[config.mk]
export PLATFORM = sky130hd
export DESIGN_NAME = layered_rgb_mux
export DESIGN_NICKNAME = d
export VERILOG_FILES = /design/src/rtl/layered_rgb_mux.sv
export SDC_FILE = /design/constraint.sdc
export NUM_CORES = 1
export LEC_CHECK = 0
export BUFFER_PORTS_ARGS = -buffer_cell sky130_fd_sc_hd__buf_2
export CAP_MARGIN = 20
export CORE_AREA = 2 2 104 106
export DETAILED_ROUTE_END_ITERATION = 6
export DIE_AREA = 0 0 106 108
export PLACE_DENSITY = 0.77
export REMOVE_ABC_BUFFERS = 1
export SKIP_LAST_GASP = 1
export SYNTH_ARGS = -nofsm -noshare
export SYNTH_HDL_FRONTEND = slang
export SYNTH_SLANG_ARGS = --single-unit
[constraint.sdc]
create_clock -name clk -period 2.2 [get_ports clk]
set_input_delay 0.44 -clock clk [delete_from_list [all_inputs] [get_ports clk]]
set_output_delay 0.44 -clock clk [all_outputs]
set_load 0.005 [all_outputs]
[src/rtl/layered_rgb_mux.sv]
// Priority mux of NUM_LAYERS drawing layers over the background (index 0 wins),
// with a two-stage pixel pipeline, per-frame player collision pulse and flash/blank modes.
module layered_rgb_mux #(
   parameter int NUM_LAYERS = 24,
   parameter int RGB_W = 8,
   parameter int FLASH_FRAMES = 8,
   parameter logic [RGB_W-1:0] FLASH_RGB = 8'hFF
) (
   input  logic                             clk,
   input  logic                             resetN,
   input  logic [NUM_LAYERS-1:0]            layerDR,
   input  logic [NUM_LAYERS-1:0][RGB_W-1:0] layerRGB,
   input  logic [RGB_W-1:0]                 backGroundRGB,
   input  logic [NUM_LAYERS-1:0]            layerEnable,
   input  logic                             startOfFrame,
   input  logic                             timeout,
   input  logic                             flashReq,
   output logic [RGB_W-1:0]                 RGBOut,
   output logic                             collision,
   output logic                             flashing,
   output logic [1:0]                       stateDbg
);

   localparam int IDX_W = (NUM_LAYERS > 1) ? $clog2(NUM_LAYERS) : 1;
   localparam int CNT_W = $clog2(FLASH_FRAMES + 1);
   localparam logic [CNT_W-1:0] CNT_LOAD = CNT_W'(FLASH_FRAMES);
   localparam logic [CNT_W-1:0] CNT_ONE  = CNT_W'(1);

   typedef enum logic [1:0] {
      NORMAL = 2'd0,
      FLASH  = 2'd1,
      BLANK  = 2'd2
   } state_t;

   state_t             state;
   logic [CNT_W-1:0]   cnt;

   logic [NUM_LAYERS-1:0] eff;
   logic                  win_valid_d;
   logic [IDX_W-1:0]      win_idx_d;
   logic [RGB_W-1:0]      win_rgb_d;
   logic                  ovl_d;

   logic                  s1_valid;
   logic [IDX_W-1:0]      s1_idx;
   logic [RGB_W-1:0]      s1_rgb;
   logic                  s1_ovl;

   logic                  hitSeen;
   logic                  hit_eff;

   assign eff         = layerDR & layerEnable;
   assign win_valid_d = |eff;

   // Scan from the top down so the lowest requesting index is the last one written.
   always_comb begin
      win_idx_d = '0;
      win_rgb_d = backGroundRGB;
      for (int i = NUM_LAYERS - 1; i >= 0; i--) begin
         if (eff[i]) begin
            win_idx_d = IDX_W'(i);
            win_rgb_d = layerRGB[i];
         end
      end
   end

   generate
      if (NUM_LAYERS > 1) begin : g_ovl
         assign ovl_d = eff[0] & (|eff[NUM_LAYERS-1:1]);
      end else begin : g_no_ovl
         assign ovl_d = 1'b0;
      end
   endgenerate

   always_ff @(posedge clk or negedge resetN) begin
      if (!resetN) begin
         s1_valid <= 1'b0;
         s1_idx   <= '0;
         s1_rgb   <= '0;
         s1_ovl   <= 1'b0;
      end else begin
         s1_valid <= win_valid_d;
         s1_idx   <= win_idx_d;
         s1_rgb   <= win_rgb_d;
         s1_ovl   <= ovl_d;
      end
   end

   // Display-mode FSM; timeout overrides everything and clears the flash counter.
   always_ff @(posedge clk or negedge resetN) begin
      if (!resetN) begin
         state    <= NORMAL;
         cnt      <= '0;
         flashing <= 1'b0;
      end else if (timeout) begin
         state    <= BLANK;
         cnt      <= '0;
         flashing <= 1'b0;
      end else begin
         unique case (state)
            NORMAL: begin
               if (flashReq) begin
                  state    <= FLASH;
                  cnt      <= CNT_LOAD;
                  flashing <= 1'b1;
               end else begin
                  flashing <= 1'b0;
               end
            end
            FLASH: begin
               if (flashReq) begin
                  cnt      <= CNT_LOAD;
                  flashing <= 1'b1;
               end else if (startOfFrame && cnt == CNT_ONE) begin
                  state    <= NORMAL;
                  cnt      <= '0;
                  flashing <= 1'b0;
               end else if (startOfFrame) begin
                  cnt      <= cnt - CNT_ONE;
                  flashing <= 1'b1;
               end else begin
                  flashing <= 1'b1;
               end
            end
            BLANK: begin
               state    <= NORMAL;
               flashing <= 1'b0;
            end
            default: begin
               state    <= NORMAL;
               cnt      <= '0;
               flashing <= 1'b0;
            end
         endcase
      end
   end

   always_ff @(posedge clk or negedge resetN) begin
      if (!resetN) begin
         RGBOut <= '0;
      end else if (state == BLANK || timeout) begin
         RGBOut <= backGroundRGB;
      end else if (state == FLASH && cnt[0] && s1_valid && s1_idx == '0) begin
         RGBOut <= FLASH_RGB;
      end else begin
         RGBOut <= s1_rgb;
      end
   end

   // A frame start clears the seen flag before this cycle's overlap is judged.
   assign hit_eff = startOfFrame ? 1'b0 : hitSeen;

   always_ff @(posedge clk or negedge resetN) begin
      if (!resetN) begin
         collision <= 1'b0;
         hitSeen   <= 1'b0;
      end else if (s1_ovl && !hit_eff && state != BLANK) begin
         collision <= 1'b1;
         hitSeen   <= 1'b1;
      end else begin
         collision <= 1'b0;
         hitSeen   <= hit_eff;
      end
   end

   assign stateDbg = state;

endmodule

---- Word-level counts from Yosys, hierarchy flattened ----
Index checks and enable logic that the tools add are counted.
word-level totals
  register bits ........................... 32
  latch bits .............................. 0
  bits in writable memories ............... 0
  ROM bits ................................ 0
  input port bits ......................... 253
  logic and storage cells ................. 105
  memories ................................ 0
cells by class
  $add $sub $neg .......................... 1
  $mul .................................... 0
  divide/modulo/power cells ............... 0
  magnitude comparators ................... 0
  equality and inequality tests ........... 9
  shift operators ......................... 0
  multiplexer cells ....................... 69
  bitwise logic cells ..................... 2
  reductions and logical operators ........ 14
operators with widths
  kind                 number
  $mux 8               26
  $mux 5               24
  $and 24x24->24       1
  $reduce_or 24->1     1
  $reduce_or 23->1     1
  $mux 4               5
  $pmux 4 s3           1
  $ne 3x3->1 const B   3
  $mux 2               4
  $mux 1               7
  $logic_and 1x1->1    6
  $reduce_and 3->1     2
  $logic_not 5->1      1
  $ne 5x5->1 const B   1
  $eq 4x1->1 const B   1
  $ne 2x2->1 const B   2
  $pmux 2 s2           1
  $sub 4x1->4 const B  1
  $eq 2x1->1 const B   1
  $eq 2x2->1 const B   1
  $logic_not 2->1      1
  $pmux 1 s2           1
  $and 1x1->1          1
  $logic_not 1->1      1
  $logic_or 1x1->1     1

---- Depth between registers and ports, before layout ----
  depth in word-level cells ............... 25
  gate-level depth with buffers ........... 8
  gate-level depth less buffers ........... 8

---- Least setup slack after synthesis ----
No wires, ideal clock.
  path type ............................... input -> register
  start point ............................. in layerDR[21]
  end point ............................... reg s1_rgb[6]
  library setup time ...................... 136 ps
  arrival ................................. 1539 ps
  data required time ...................... 2064 ps
  path slack .............................. 525 ps
  stages on the path ...................... 7
  path buffers ............................ 1
  cell sequence ........................... and2_1 buf_6 a21oi_2 o21ai_1 a221o_1 a211oi_2 o41ai_2
between the ends
  longest elaborated chain between the ends .. 23
ends and longest elaborated chain
  element                 RTL line  RTL
  from (decl)             11        input logic [NUM_LAYERS-1:0] layerDR,
  $and 24x24->24          52        assign eff = layerDR & layerEnable;
  $mux 8 (22 in a row)    60        if (eff[i]) begin
  named net win_rgb_d[6]  41        logic [RGB_W-1:0] win_rgb_d;
  to (signal assigned)    84        s1_rgb <= win_rgb_d;
  to (decl)               46        logic [RGB_W-1:0] s1_rgb;
The timed path passes the listed nets, and every way through them passes these cells.
A chain may end at the register's enable or synchronous reset.

---- Worst setup path after layout ----
  start point ............................. in layerDR[21]
  end point ............................... reg s1_idx[0]
between the ends
  longest elaborated chain between the ends .. 23
ends and longest elaborated chain
  element                 RTL line  RTL
  $and 24x24->24          52
  $mux 5 (22 in a row)    60
  named net win_idx_d[0]  40        logic [IDX_W-1:0] win_idx_d;
  to (signal assigned)    83        s1_idx <= win_idx_d;
  to (decl)               45        logic [IDX_W-1:0] s1_idx;
The timed path passes the listed nets, and every way through them passes these cells.

==> reports/qor.yml <==
status: "complete, no violations"
antenna_found_initial: 1
r2r_cells: 5
synth-main-ff-cell: "dfrtp_1"
cts-buffers-inserted: 5
hold_buffers: 0
drcViolationCount: 0
synth_cell_types: 63
synth-async-reset-ratio: 1.00
diodes: 0
cp_slowest_cell: "a2111oi_1"
total_power_uw: 2070
synth.avg_cell_area_um2: 7.42
critPathMaxStageDelay_ns: 0.53
synth_top_area_frac: 0.222
p_comb_frac: 0.453
clockBufferDepth: 2
max-slew-margin-rel: 0.529
cp_num_buf_inv: 1
drtPass1Iterations: 5
critical_path_class: "input pin to flop"
synth_area_leaders: "dfrtp_1 22%, nand2_1 6.1%, nand3_1 5.3%"
area_growth_pct: 41.8
synth-edff-count: 0
first_iter_violations: 548
met1_usage: 0.354
dpl.hpwl_mm: 14.2
fmax_mhz: 509
grt.met2_usage: 0.491
final_nets: 1004
rsz0062_at_grt: "no"
p_sw_uw: 751
fin_skew_ns: 0.00642
cp_max_fo: 6
overflow: 0
cts_resized: 0
clockRootBuffer: "clkbuf_8"
worst-path-stages: 7
synth-adder-area-share: 0.00694
power_frac_clock: 0.224
grt_pass1_vias: 4931
pwr-share-seq: 0.323
power.density_nw_per_um2: 404
maxSlewViolCount: 0
core-area_um2: 10200
use_met3: 0.0344
swShare: 0.363
worst_ep_required_time_ns: 2.42
fin_crit_sh: 0.894
ant_nets: 0
synth_top_family_by_area: "compound AO/OA/AOI/OAI gates"
netlist_instances: 486
clock_sinks: 32
multi_input_area_um2: 2560
yosysWarnings: 0
crit_path_start_kind: "input pin"
grt_max_degree: 33
post-synth-top-area-cell: "dfrtp_1"
port-buffer-count: 264
seq_area_frac_synth: 0.222
end_kind: "flop"
num_vias: 5148
synth_compound_area_frac: 0.395
num_rows: 37
clock_latency_ns: 0.28
holdCritPathClass: "input pin to async pin"
die_w_um: 106
regArea_um2: 801
p_leak_uw: 0.00242
postCtsSetupRepairBufs: 0
finalHoldViolCount: 0
wl_per_cell_um: 18.8
synth-simple-area-share: 0.292
path_clk_slew_ns: 0.07
via_per_inst: 5.81
vdd_drop_max_mv: 0.249
holdWs_ns: 0.207
p_int_uw: 1310
maxCapViolCount: 0
synth_common_cells: "59 x nand2_1, 40 x nor2_1, 38 x nand3_1"
tightest_slew_ns: 0.707
htree_levels: 2
critical_path_arrival_ns: 2.18
crit_chain: "buf_2 -> and2_1 -> a311oi_1 -> nor3_1 -> o2111ai_1 -> a2111oi_1 -> o21a_1"
initial_core_util: 0.352
synth.most_common_cell: "nand2_1"
globalplace.congestion: 0.977
grt.busiest_layer: "met2"
grt_util_all_layers: 0.273
post-route-min-period_ns: 1.97
drt_wl_total_mm: 16.6
dieArea_um2: 11400
ys_ff_latch: 32
cts_tree: "built"
grt_pass1_wl_mm: 24.5
synth.area.mux_share: 0.0170
drive_gt1_frac: 0.425
boundaryPins: 265
fillers: 1081
syn_area_um2: 3600
cp_top_family: "compound AO/OA/AOI/OAI gates"
die_height_um: 108
setup_violations: 0
synthXorXnorAreaFrac: 0
## state kept, by name, summed over array words and instances, names as in the netlist
signal	count
hitSeen	1
cnt	4
RGBOut	8
s1_rgb	8
s1_ovl	1
stateDbg	2
collision	1
flashing	1
s1_idx	5
s1_valid	1
## per-stage QoR
step | cell area, um^2 | setup WS (ns) | setup TNS, ns | std cells | utilization
global route | 5110 | 0.0940 | 0 | 886 | 0.499
global placement | 5020 | -0.0188 | -0.0188 | 878 | 0.490
finish | 5110 | 0.234 | 0 | 886 | 0.499
CTS | 5110 | 0.276 | 0 | 886 | 0.499
floorplan | 3390 | 0.373 | 0 | 460 | -
detailed placement | 5020 | 0.0204 | 0 | 878 | 0.490
## final cells by class
type,count,share of cell area
Tap cell,136,0.0333
Multi-Input combinational cell,421,0.502
Inverter,7,0.00514
Timing Repair Buffer,282,0.285
Clock buffer,6,0.0162
Sequential cell,32,0.157
Clock inverter,2,0.00196
## power groups by stage
stage	logic, uW	clock network (uW)	registers (uW)
4_1_cts	926	469	669
3_3_place_gp	917	0	683
2_1_floorplan	442	0	672
5_1_grt	1010	498	673
6_report	935	463	668
3_5_place_dp	921	0	680
## logic make-up after synthesis
logic type                 Yosys count
adders and majority gates            2
muxes                                6
buffers and inverters               33
AOI/OAI and AO/OA                  199
and+or+nand+nor                    214
DFF                                 32
## cells in the final DEF, fill, tap and decap left out, types with 7 or more instances in the layout
cell type | netlist | layout
nand3b_1 | 7 | 7
nor2_1 | 40 | 40
inv_1 | 7 | 7
o211ai_1 | 8 | 8
o21ai_0 | 29 | 29
nand2_1 | 59 | 59
o22ai_1 | 26 | 26
a211oi_1 | 8 | 8
nor3_1 | 28 | 28
nand3_1 | 38 | 38
a21oi_1 | 37 | 37
o22a_1 | 9 | 9
a221oi_1 | 16 | 16
a22oi_1 | 9 | 9
dfrtp_1 | 32 | 32
buf_2 | 6 | 264
and2_1 | 10 | 10
buf_4 | 3 | 18
o221ai_1 | 12 | 12
## path summary, 6_finish.rpt
check	start	endpoint	slack, ns
setup reg to reg	stateDbg[1]	cnt[0]	0.41
setup / recovery	layerDR[21]	s1_idx[0]	0.23
hold / removal	resetN	hitSeen	0.21
max in group asynchronous	resetN	RGBOut[2]	1.54
hold reg to reg	hitSeen	collision	0.47
min in group clk	timeout	stateDbg[1]	0.37
## layer usage
layer / vias up / routed length [um]
met2: 261 / 8280
met1: 2422 / 6750
met5: - / 11
li1: 2441 / -
met4: 2 / 228
met3: 22 / 1350
(Power assumes the default switching activity.)
